### src/rtl/mips_pkg.sv
// mips_pkg -- shared definitions for the instruction fetch slice.
// Contents:
//   pc_src_e      : next-PC select encodings (sequential / branch / jump / jr)
//   fetch_state_e : fetch FSM state encoding
//   NOP           : instruction word presented when FetchValid is low
//   WORD_BYTES    : sequential PC increment
//   word_align()  : clears the byte-offset bits of an address
package mips_pkg;

  typedef enum logic [1:0] {
    PCSRC_SEQ    = 2'b00,
    PCSRC_BRANCH = 2'b01,
    PCSRC_JUMP   = 2'b10,
    PCSRC_JR     = 2'b11
  } pc_src_e;

  typedef enum logic [1:0] {
    S_IDLE    = 2'b00,
    S_FETCH   = 2'b01,
    S_HOLD    = 2'b10,
    S_DISCARD = 2'b11
  } fetch_state_e;

  localparam logic [31:0] NOP        = 32'h0000_0000;
  localparam logic [31:0] WORD_BYTES = 32'd4;

  // Instruction addresses are always word aligned; any low bits supplied
  // by a register or a target computation are dropped.
  function automatic logic [31:0] word_align(input logic [31:0] addr);
    return {addr[31:2], 2'b00};
  endfunction

endpackage

### src/rtl/instr_fetch_unit_if.sv
// instr_fetch_unit_if -- instruction memory request/response bus.
// Signals:
//   imem_req   : fetch unit requests a word at imem_addr
//   imem_addr  : word address of the request
//   imem_ready : one-cycle pulse, imem_rdata valid in that cycle
//   imem_rdata : returned instruction word
// Modports:
//   master : fetch unit side (drives req/addr)
//   slave  : memory side (drives ready/rdata)
interface instr_fetch_unit_if;
  logic        imem_req;
  logic [31:0] imem_addr;
  logic        imem_ready;
  logic [31:0] imem_rdata;

  modport master (
    output imem_req,
    output imem_addr,
    input  imem_ready,
    input  imem_rdata
  );

  modport slave (
    input  imem_req,
    input  imem_addr,
    output imem_ready,
    output imem_rdata
  );
endinterface

### src/rtl/pc_next_sel.sv
// pc_next_sel -- combinational next-PC selection.
// Ports:
//   pc            : current PC
//   pc_src        : 00 sequential, 01 branch, 10 jump, 11 jr
//   branch_target : branch destination
//   jump_field    : 26-bit j/jal instruction index
//   pc_upper      : bits [31:28] of the jump's PC+4
//   jr_target     : register value for jr
//   next_pc       : selected, word-aligned next PC
module pc_next_sel
  import mips_pkg::*;
(
  input  logic [31:0] pc,
  input  logic [1:0]  pc_src,
  input  logic [31:0] branch_target,
  input  logic [25:0] jump_field,
  input  logic [3:0]  pc_upper,
  input  logic [31:0] jr_target,
  output logic [31:0] next_pc
);

  always_comb begin
    // Sequential wraps naturally modulo 2^32.
    next_pc = word_align(pc + WORD_BYTES);
    case (pc_src_e'(pc_src))
      PCSRC_BRANCH: next_pc = word_align(branch_target);
      PCSRC_JUMP:   next_pc = {pc_upper, jump_field, 2'b00};
      PCSRC_JR:     next_pc = word_align(jr_target);
      default:      ;
    endcase
  end

endmodule

### src/rtl/instr_fetch_unit.sv
// instr_fetch_unit -- IF stage: owns the PC, issues instruction memory
// requests and registers the fetched word into the IF/ID outputs.
// Ports:
//   clk          : clock, all state on rising edge
//   Reset_L      : asynchronous active-low reset
//   PCWrite      : downstream accepts; 0 stalls and holds outputs
//   PCSrc        : next-PC select (00 seq, 01 branch, 10 jump, 11 jr)
//   BranchTarget : branch destination
//   JumpField    : j/jal instruction index
//   PCUpper_ID   : bits [31:28] of the jump's PC+4
//   JRTarget     : register value for jr
//   imem         : instruction memory bus (master side)
//   Instruction  : registered instruction, NOP when FetchValid=0
//   PCPlus4      : registered fetch PC + 4
//   FetchValid   : Instruction holds a real fetched word
module instr_fetch_unit
  import mips_pkg::*;
#(
  parameter logic [31:0] RESET_PC = 32'h0000_0000
) (
  input  logic                       clk,
  input  logic                       Reset_L,
  input  logic                       PCWrite,
  input  logic [1:0]                 PCSrc,
  input  logic [31:0]                BranchTarget,
  input  logic [25:0]                JumpField,
  input  logic [3:0]                 PCUpper_ID,
  input  logic [31:0]                JRTarget,
  instr_fetch_unit_if.master         imem,
  output logic [31:0]                Instruction,
  output logic [31:0]                PCPlus4,
  output logic                       FetchValid
);

  fetch_state_e state_reg;
  logic [31:0]  pc_reg;
  logic [31:0]  instr_reg;
  logic [31:0]  pc_plus4_reg;
  logic         valid_reg;
  logic         req_reg;

  logic [31:0]  next_pc;
  logic [31:0]  pc_seq;
  logic         redirect;

  pc_next_sel u_pc_next_sel (
    .pc            (pc_reg),
    .pc_src        (PCSrc),
    .branch_target (BranchTarget),
    .jump_field    (JumpField),
    .pc_upper      (PCUpper_ID),
    .jr_target     (JRTarget),
    .next_pc       (next_pc)
  );

  assign pc_seq   = pc_reg + WORD_BYTES;
  // PCSrc only matters when the stage is allowed to advance.
  assign redirect = PCWrite && (PCSrc != PCSRC_SEQ);

  always_ff @(posedge clk or negedge Reset_L) begin
    if (!Reset_L) begin
      state_reg    <= S_IDLE;
      pc_reg       <= RESET_PC;
      instr_reg    <= NOP;
      pc_plus4_reg <= 32'h0;
      valid_reg    <= 1'b0;
      req_reg      <= 1'b0;
    end else begin
      case (state_reg)
        S_IDLE: begin
          state_reg <= S_FETCH;
          req_reg   <= 1'b1;
        end

        S_FETCH: begin
          if (redirect) begin
            // Any word arriving now belongs to the old path and is dropped.
            // If it has not arrived yet, its eventual response must be
            // swallowed in S_DISCARD.
            pc_reg    <= next_pc;
            instr_reg <= NOP;
            valid_reg <= 1'b0;
            if (!imem.imem_ready) begin
              state_reg <= S_DISCARD;
            end
          end else if (imem.imem_ready) begin
            instr_reg    <= imem.imem_rdata;
            pc_plus4_reg <= pc_seq;
            valid_reg    <= 1'b1;
            if (PCWrite) begin
              pc_reg <= pc_seq;
            end else begin
              // Downstream stalled: park the word and stop requesting.
              state_reg <= S_HOLD;
              req_reg   <= 1'b0;
            end
          end else if (PCWrite) begin
            // Downstream consumed the previous word and nothing new is
            // available, so present a bubble.
            instr_reg <= NOP;
            valid_reg <= 1'b0;
          end
        end

        S_HOLD: begin
          // No request is outstanding here, so leaving always yields a
          // bubble; next_pc covers both the sequential and redirect cases.
          if (PCWrite) begin
            pc_reg    <= next_pc;
            instr_reg <= NOP;
            valid_reg <= 1'b0;
            state_reg <= S_FETCH;
            req_reg   <= 1'b1;
          end
        end

        S_DISCARD: begin
          if (redirect) begin
            pc_reg <= next_pc;
          end else if (imem.imem_ready) begin
            state_reg <= S_FETCH;
          end
        end

        default: begin
          state_reg <= S_IDLE;
          req_reg   <= 1'b0;
        end
      endcase
    end
  end

  assign imem.imem_req  = req_reg;
  assign imem.imem_addr = pc_reg;
  assign Instruction    = instr_reg;
  assign PCPlus4        = pc_plus4_reg;
  assign FetchValid     = valid_reg;

endmodule

### src/flat_wrapper.sv
// flat-port wrapper written by rule: the top's interface ports become plain ports
module instr_fetch_unit_flat import mips_pkg::*;
#(
  parameter logic [31:0] RESET_PC = 32'h0000_0000
)
  (clk, Reset_L, PCWrite, PCSrc, BranchTarget, JumpField, PCUpper_ID, JRTarget, Instruction, PCPlus4, FetchValid, imem_imem_req, imem_imem_addr, imem_imem_ready, imem_imem_rdata);
  instr_fetch_unit_if imem_i ();
  input  logic clk;
  input  logic Reset_L;
  input  logic PCWrite;
  input  logic [1:0] PCSrc;
  input  logic [31:0] BranchTarget;
  input  logic [25:0] JumpField;
  input  logic [3:0] PCUpper_ID;
  input  logic [31:0] JRTarget;
  output logic [31:0] Instruction;
  output logic [31:0] PCPlus4;
  output logic FetchValid;
  output wire logic [$bits(imem_i.imem_req)-1:0] imem_imem_req;
  output wire logic [$bits(imem_i.imem_addr)-1:0] imem_imem_addr;
  input wire logic [$bits(imem_i.imem_ready)-1:0] imem_imem_ready;
  input wire logic [$bits(imem_i.imem_rdata)-1:0] imem_imem_rdata;
  assign imem_imem_req = imem_i.imem_req;
  assign imem_imem_addr = imem_i.imem_addr;
  assign imem_i.imem_ready = imem_imem_ready;
  assign imem_i.imem_rdata = imem_imem_rdata;
  instr_fetch_unit #(.RESET_PC(RESET_PC)) u_core (.clk(clk), .Reset_L(Reset_L), .PCWrite(PCWrite), .PCSrc(PCSrc), .BranchTarget(BranchTarget), .JumpField(JumpField), .PCUpper_ID(PCUpper_ID), .JRTarget(JRTarget), .imem(imem_i), .Instruction(Instruction), .PCPlus4(PCPlus4), .FetchValid(FetchValid));
endmodule
### config.mk
export PLATFORM = sky130hd
export DESIGN_NAME = instr_fetch_unit_flat
export DESIGN_NICKNAME = d
export VERILOG_FILES = /design/src/rtl/mips_pkg.sv /design/src/rtl/instr_fetch_unit_if.sv /design/src/rtl/pc_next_sel.sv /design/src/rtl/instr_fetch_unit.sv /design/src/flat_wrapper.sv
export SDC_FILE = /design/constraint.sdc
export NUM_CORES = 1
export LEC_CHECK = 0
export BUFFER_PORTS_ARGS = -buffer_cell sky130_fd_sc_hd__buf_4
export CAP_MARGIN = 15
export CORE_MARGIN = 2
export CORE_UTILIZATION = 49
export CTS_CLUSTER_SIZE = 8
export DETAILED_ROUTE_END_ITERATION = 12
export GPL_TIMING_DRIVEN = 0
export HOLD_SLACK_MARGIN = 0.15
export PLACE_DENSITY_LB_ADDON = 0.08
export SLEW_MARGIN = 20
export SYNTH_ARGS = -nofsm -noshare
export SYNTH_HDL_FRONTEND = slang
export SYNTH_SLANG_ARGS = --single-unit
### constraint.sdc
create_clock -name clk -period 2.5 [get_ports clk]
set_input_delay 0.375 -clock clk [delete_from_list [all_inputs] [get_ports clk]]
set_output_delay 0.375 -clock clk [all_outputs]
set_load 0.1 [all_outputs]
==> metrics, run 1 <==
clk_lat worst skew=0.36 ns; Worst EP required=2.76 ns; Period Utilization, post-route=91.1%; area leader, netlist=dfrtp_1; synth cell count leaders=nand2_1 (125), dfrtp_1 (96), a21oi_1 (81), nor2_1 (42), o21ai_0 (36); Worst R2R End=u_core.imem.imem_addr[23]; Arr. time, crit path=2.54 ns; number of flops mapped to enable cells by yosys=0; reg2reg setup slack=0.22 ns; Syn Std Cell Area=5470 µm²; Routed WL=17,200 µm; grt total ovfl=0; Filler cells=922; largest net degree at the start of global routing=97; DP HPWL=13,000 µm; CP max FO=10; core area=10,800 µm²; Mapped Cells=635; kind of critical path=reg2reg; Top FF cell, synth=dfrtp_1; Final min period=2.28 ns; diode count=0; Max Slew Vio Count=0; Inserted Clock Buffers=9; routability cong.=0.920; post-synthesis sequential element count=96; chip height=110 µm; die area=12,000 µm²; Avg Cell Area, Syn=8.61 µm²; Cell Rows=38; Routed Antenna Nets=0; Max Freq=0.439 GHz; area share of the largest cell type after synthesis=43.9%; crit start category=register; Seq/Total Area, Yosys=43.9%; TritonCTS clock tree=done; final routed DRC violation total=0; area grow syn2layout=37.9%; worst reg2reg path depth=6; GRT Util Overall=28.7%; Final Setup Violations=0; final hold violation count=0; area post-placement=7310 µm²; status=completed; num ports=230; DP Worst Slack=0.112 ns; placed insts=997; slack of the critical path=0.222 ns; number of flip-flops in the largest register=32; starting density of the core=50.4%; Setup Skew=0.00968 ns; Max Cap Viol=0; Total Nets Final=1,006; Reg-to-Reg Start=u_core.state_reg[0]; Syn. warnings=0; IO Port Bufs=219; Setup TNS=0 ns; final instance area=7540 µm²; FFs w/ async S/R, synth=100%; post-CTS setup repair buffer count=0; share of layout cells above drive strength 1=32.3%; Post-Layout Cell Count=1,013; Clock Pin Slew Worst Setup and Hold Paths=0.09 ns; CP startpoint=u_core.state_reg[0]; unrepaired setup endpoints after global routing=false; max_slew headroom=41.5%; antenna violations before repair=0; Via Count=5,715; Via-to-Cell Ratio=5.64; unique cell type count in the Yosys netlist=51; CTS H-tree lvls=3; first-pass GRT wire length=26,600 µm; Iter 0 DRT Violations=443; CP Capture Type=register; most frequent cell after synthesis=nand2_1; vias in the first global route=5,496; worst slew pin tran=0.878 ns; largest cells by area after synthesis=dfrtp_1 (44%), nand2_1 (8.6%), a21oi_1 (7.4%), mux2i_1 (3.7%), o21ai_0 (3.3%); width of the die=110 µm; DR pass1 iterations=7; clk buf depth=2; CTS root buffer=clkbuf_8; Critical Path End=u_core.imem.imem_addr[23]; WL/cell=17.0 µm; Worst Hold Class=in2reg; clk sink count=96
-- metal layers --
metal / vias up / GRT usage, % / part of all wire, % / wire [µm]
met1: 2688 / 35.3 / 39 / 6750
li1: 2707 / - / - / -
met4: 0 / 13.3 / 2.8 / 476
met3: 34 / 6.05 / 9.3 / 1610
met2: 286 / 48.3 / 49 / 8380
met5: - / 0 / 0 / 0
-- timing repair --
item	in CTS	in global routing
hold buffers	1	0
hold endpoints to repair	87	0
endpoints found under the setup margin	0	33
gates resized for setup	0	9
-- worst min-delay path by stage --
stage,start,endpoint,slack (ns),depth (start not counted)
after floorplan,Reset_L,u_core.FetchValid,0.08,0
after global placement,u_core.PCPlus4[19],u_core.PCPlus4[19],0.47,2
after detailed placement,u_core.PCPlus4[8],u_core.PCPlus4[8],0.47,2
after CTS,imem_imem_rdata[29],u_core.Instruction[29],0.23,3
after global routing,imem_imem_rdata[27],u_core.Instruction[27],0.23,3
final,imem_imem_rdata[29],u_core.Instruction[29],0.24,3
-- layout make-up --
cell class / instances / area [µm²] / share of cell area (%)
multi-input cells: 480 / 2820 / 37.4
flip-flops and latches: 96 / 2410 / 31.9
repair buffers: 220 / 1660 / 22.0
plain buffers: 55 / 246 / 3.27
well taps: 140 / 175 / 2.32
clock buffers: 10 / 128 / 1.69
clock inverters: 5 / 82.6 / 1.10
inverters: 7 / 26.3 / 0.348
-- cells by family after synthesis --
| group | synth area share, % |
|---|---|
| buffers and inverters | 4.87 |
| xor gates and xnor gates | 4.49 |
| AOI/OAI and AO/OA | 21.7 |
| and+or+nand+nor | 17.9 |
| other | 0.0686 |
| adders and majority gates | 1.14 |
| muxes | 5.93 |
| DFF | 43.9 |
-- per-stage QoR --
stage / hold slack (ns) / util, %
2_1_floorplan: 0.0794 / -
3_3_place_gp: 0.468 / 67.4
3_5_place_dp: 0.472 / 67.4
4_1_cts: 0.227 / 69.4
5_1_grt: 0.225 / 69.6
6_report: 0.243 / 69.6
-- cell usage in the layout (no fill, tap or decap), drive strengths merged, types with 7 or more instances in the layout --
| master | synthesis | routed |
|---|---|---|
| buf | 20 | 237 |
| nand2 | 125 | 125 |
| dfrtp | 96 | 96 |
| a21oi | 81 | 81 |
| clkbuf | 35 | 47 |
| nor2 | 42 | 42 |
| o21ai | 39 | 39 |
| mux2i | 20 | 20 |
| xor2 | 19 | 19 |
| o22ai | 16 | 16 |
| a2bb2oi | 15 | 15 |
| nand4 | 14 | 14 |
| nand3 | 11 | 11 |
| mux2 | 11 | 11 |
| xnor2 | 9 | 9 |
| o22a | 9 | 9 |
| inv | 7 | 7 |
| nor3 | 7 | 7 |
| a31oi | 7 | 7 |
| a221oi | 7 | 7 |
-- critical path: stages (launching register included) --
cell	delay [ns]
dfrtp_1	0.44
inv_1	0.11
ha_1	0.29
o32ai_2	0.38
clkbuf_1	0.53
a31oi_1	0.20
o22a_1	0.23
Power of run 1 is not shown: default switching activity piles up to over one toggle a cycle in this logic, so the estimate is an artifact.
==> run 2, diff against run 1 <==
Settings changed: CELL_PAD_IN_SITES_DETAIL_PLACEMENT set to 0, CELL_PAD_IN_SITES_GLOBAL_PLACEMENT set to 2, CORE_UTILIZATION 49 to 27.
==> metrics, run 2 (synthesis gave the netlist of run 1 again) <==
Worst R2R End=u_core.imem.imem_addr[21]; routability cong.=0.846; die area=21,400 µm²; DP HPWL=15,400 µm; commonest cells after routing, fill and taps aside=buf_4 (222), nand2_1 (125), dfrtp_1 (92), a21oi_1 (81), nor2_1 (42); clk_lat worst skew=0.35 ns; Max Cap Viol=0; worst reg2reg path depth=9; Final Core Density=39.0%; CTS root buffer=clkbuf_16; post-CTS setup repair buffer count=0; Via-to-Cell Ratio=4.81; Worst Hold Class=in2async; clk buf depth=2; IO Port Bufs=219; kind of critical path=reg2reg; Max Freq=0.440 GHz; diode count=0; Filler cells=2,131; crit start category=register; Inserted Clock Buffers=9; Period Utilization, post-route=91.0%; first-pass GRT wire length=31,300 µm; CP Capture Type=register; clk sink count=96; core area=20,000 µm²; CTS H-tree lvls=3; Routed Antenna Nets=0; width of the die=146 µm; reg2reg setup slack=0.23 ns; largest net degree at the start of global routing=97; # hold bufs at CTS=0; final hold violation count=0; Total Nets Final=1,005; CP bufs+invs=4; worst slew pin tran=0.954 ns; unrepaired setup endpoints after global routing=false; Via Count=5,498; starting density of the core=27.3%; Routed WL=19,800 µm; Setup TNS=0 ns; antenna violations before repair=0; Most common cell on crit path=a21oi_1; Cell Rows=52; status=completed; GRT Util Overall=18.5%; Arr. time, crit path=2.48 ns; chip height=146 µm; final routed DRC violation total=0; CP delay by family, top=buffers and inverters; vias in the first global route=5,539; Clock Pin Slew Worst Setup and Hold Paths=0.07 ns; Iter 0 DRT Violations=284; area grow syn2layout=42.8%; Final Setup Violations=0; CP max stage delay=0.41 ns; Final min period=2.27 ns; placed insts=1,127; WL/cell=17.4 µm; Setup Skew=0.00508 ns; Max Slew Vio Count=0; Post-Layout Cell Count=1,143; share of layout cells above drive strength 1=32.5%; TritonCTS clock tree=done; Worst EP required=2.71 ns; DR pass1 iterations=4; most common cell after layout, fill and taps aside=buf_4; num ports=230; grt total ovfl=0; worst path cell trace=inv_1 -> ha_1 -> clkbuf_1 -> a21oi_1 -> o221ai_1 -> buf_2 -> clkbuf_2 -> a21oi_1 -> a2bb2oi_1; PostCTS Resize Cnt=0; CP max FO=10; max_slew headroom=36.4%; number of flip-flops in the largest register=32; Reg-to-Reg Start=u_core.state_reg[1]; Slowest-stage cell, CP=dfrtp_1
==> run 2: layout make-up <==
cell class                      count  area (µm²)  share of cell area (%)
Multi-Input combinational cell    480        2830                    36.3
Sequential cell                    96        2410                    30.8
Timing Repair Buffer              219        1650                    21.1
Tap cell                          270         338                    4.33
Buffer                             55         246                    3.16
Clock buffer                       11         243                    3.11
Clock inverter                      5        63.8                   0.817
Inverter                            7        26.3                   0.337
==> run 2: stage by stage <==
| stage | instance area, µm² | worst slack, ns | hold slack [ns] |
|---|---|---|---|
| final | 7810 | 0.226 | 0.101 |
| after floorplan | 5480 | 0.00604 | 0.0794 |
| after detailed placement | 7470 | 0.0223 | 0.471 |
| after global routing | 7810 | 0.0151 | 0.173 |
| after global placement | 7470 | 0.0438 | 0.470 |
| after CTS | 7780 | 0.0449 | 0.177 |
==> run 2: routing by layer <==
metal | part of all wire (%) | track usage (%) | up-vias
li1 | - | - | 2714
met1 | 48 | 25.8 | 2559
met2 | 45 | 29.3 | 209
met3 | 6.2 | 3.47 | 16
met4 | 1.3 | 5.58 | 0
met5 | 0 | 0 | -
==> run 2: worst register-to-register path, delay by kind of cell, from the launching register on <==
family                     cells  cell delay, ns
buffers and inverters          4            0.98
AOI/OAI and AO/OA              4            0.61
DFF                            1            0.41
adders and majority gates      1            0.14
==> run 2: worst max path at each step <==
stage          cells past startpoint  slack (ns)                         to                     start
2_1_floorplan                      7       0.006  u_core.imem.imem_addr[27]  u_core.imem.imem_addr[4]
3_3_place_gp                       9        0.04  u_core.imem.imem_addr[25]       u_core.state_reg[1]
3_5_place_dp                       6        0.02     u_core.Instruction[10]                  PCSrc[0]
4_1_cts                            7        0.04  u_core.imem.imem_addr[23]       u_core.state_reg[0]
5_1_grt                            9        0.02  u_core.imem.imem_addr[21]       u_core.state_reg[1]
6_report                           9        0.23  u_core.imem.imem_addr[21]       u_core.state_reg[1]
Power of run 2 is left out for the same reason.
==> run 3, diff against run 2 <==
Settings changed: ABC_AREA set to 1, ABC_CLOCK_PERIOD_IN_PS set to 2500, CORE_UTILIZATION 27 to 25.
==> metrics, run 3 <==
FFs w/ async S/R, synth=100%; CTS root buffer=clkbuf_16; DR pass1 iterations=4; Max Freq=0.454 GHz; number of flops mapped to enable cells by yosys=0; area share of the largest cell type after synthesis=42.7%; Critical Path End=u_core.imem.imem_addr[29]; clk sink count=96; area post-placement=7650 µm²; unique cell type count in the Yosys netlist=28; Syn Std Cell Area=5620 µm²; Worst EP required=2.80 ns; CP max stage delay=0.48 ns; clk buf depth=2; final instance area=7950 µm²; TritonCTS clock tree=done; largest cells by area after synthesis=dfrtp_1 (43%), nand2_1 (22%), nor2_1 (9.1%), nand3_1 (6.3%), o21ai_0 (4.6%); Final Setup Violations=0; # hold bufs at CTS=0; area grow syn2layout=41.3%; Routed Antenna Nets=0; commonest cells after routing, fill and taps aside=nand2_1 (328), buf_4 (225), nor2_1 (137), dfrtp_1 (96), nand3_1 (71); post-synthesis simple-gate area fraction=40.9%; Iter 0 DRT Violations=291; placed insts=1,342; vias in the first global route=6,253; Via-to-Cell Ratio=4.50; Worst R2R End=u_core.imem.imem_addr[29]; share of layout cells above drive strength 1=24.8%; Period Utilization, post-route=88.1%; width of the die=154 µm; Inserted Clock Buffers=9; Cell Rows=54; post-synthesis mux area share=0%; die area=23,700 µm²; Setup Skew=0.0109 ns; Max Slew Vio Count=0; max_slew headroom=36.8%; Filler cells=2,457; chip height=154 µm; WL/cell=16.6 µm; PostCTS Resize Cnt=0; unrepaired setup endpoints after global routing=false; Synth Area in Adders=1.11%; final routed DRC violation total=0; worst slew pin tran=0.948 ns; Worst Hold Class=in2async; clk_lat worst skew=0.36 ns; largest net degree at the start of global routing=97; kind of critical path=reg2reg; Seq/Total Area, Yosys=42.7%; Avg Cell Area, Syn=6.71 µm²; core area=22,000 µm²; Post-Layout Cell Count=1,358; Synth Area in XOR/XNOR=0.935%; starting density of the core=25.6%; final hold violation count=0; most frequent cell after synthesis=nand2_1; grt total ovfl=0; most common cell after layout, fill and taps aside=nand2_1; post-synthesis sequential element count=96; GRT Util Overall=19.3%; area leader, netlist=dfrtp_1; post-CTS setup repair buffer count=0; CP max FO=10; Final min period=2.20 ns; CP Capture Type=register; Syn. warnings=0; CP startpoint=u_core.state_reg[0]; Top FF cell, synth=dfrtp_1; antenna violations before repair=0; main combinational cell family by area after synthesis=simple AND/OR/NAND/NOR gates; Routed WL=22,500 µm; crit start category=register; Setup TNS=0 ns; number of flip-flops in the largest register=32; CTS H-tree lvls=3; Reg-to-Reg Start=u_core.state_reg[0]; Via Count=6,116; Clock Pin Slew Worst Setup and Hold Paths=0.07 ns; Arr. time, crit path=2.50 ns; reg2reg setup slack=0.30 ns; DP HPWL=17,800 µm; worst path cell trace=inv_1 -> ha_1 -> inv_1 -> nand3_1 -> nand2_2 -> clkbuf_1 -> nor2_1 -> nor2_1 -> nand2_1 -> nand2_1; diode count=0; first-pass GRT wire length=35,300 µm; Total Nets Final=1,210; num ports=230; worst reg2reg path depth=10; Mapped Cells=838; synth cell count leaders=nand2_1 (328), nor2_1 (137), dfrtp_1 (96), nand3_1 (71), o21ai_0 (52); post-synthesis compound-gate area fraction=7.74%; IO Port Bufs=221; status=completed; Max Cap Viol=0; Slowest-stage cell, CP=clkbuf_1; routability cong.=0.821
==> run 3: cell families (layout without fill, tap and decap cells) <==
kind of cell,count (synthesis),count (layout)
adders and majority gates,5,5
buffers and inverters,86,323
xor gates and xnor gates,6,6
other,1,4
and+or+nand+nor,565,565
DFF,96,96
AOI/OAI and AO/OA,79,79
==> run 3: cell type report <==
type,count,area [µm²],area share (%)
Multi-Input combinational cell,659,2870,36.1
Sequential cell,96,2400,30.2
Timing Repair Buffer,221,1660,20.9
Tap cell,280,350,4.41
Clock buffer,9,225,2.83
Inverter,51,191,2.41
Buffer,35,173,2.17
Clock inverter,7,75.1,0.945
==> run 3: worst min-delay path by stage <==
stage	start	to	slack [ns]	depth (start not counted)
final	Reset_L	u_core.PCPlus4[3]	0.12	1
after global routing	Reset_L	u_core.PCPlus4[3]	0.20	1
after CTS	Reset_L	u_core.PCPlus4[3]	0.17	1
after detailed placement	u_core.PCPlus4[31]	u_core.PCPlus4[31]	0.47	2
after global placement	u_core.PCPlus4[5]	u_core.PCPlus4[5]	0.46	2
after floorplan	Reset_L	u_core.FetchValid	0.08	0
==> run 3: critical path: cells and delay by family, from the launching register on <==
family	cells	cell delay, ns
and+or+nand+nor	6	0.84
buffers and inverters	3	0.66
DFF	1	0.43
adders and majority gates	1	0.21
==> run 3: per-stage QoR <==
| stage | worst slack, ns | utilization [%] | hold WS (ns) |
|---|---|---|---|
| final | 0.297 | 36.2 | 0.125 |
| after global routing | 0.100 | 36.2 | 0.203 |
| after CTS | 0.234 | 36.2 | 0.169 |
| after detailed placement | 0.261 | 34.8 | 0.467 |
| after global placement | 0.256 | 34.8 | 0.458 |
| after floorplan | 0.288 | - | 0.0794 |
==> run 3: metal layers <==
metal  track usage (%)  part of all wire [%]  vias to the layer above
met5                 0                     0                        -
met2              33.8                    50                      156
li1                  -                     -                     3123
met1              23.8                    43                     2813
met3              4.68                   5.3                       24
met4              5.30                   2.0                        0
Power of run 3 is left out for the same reason.
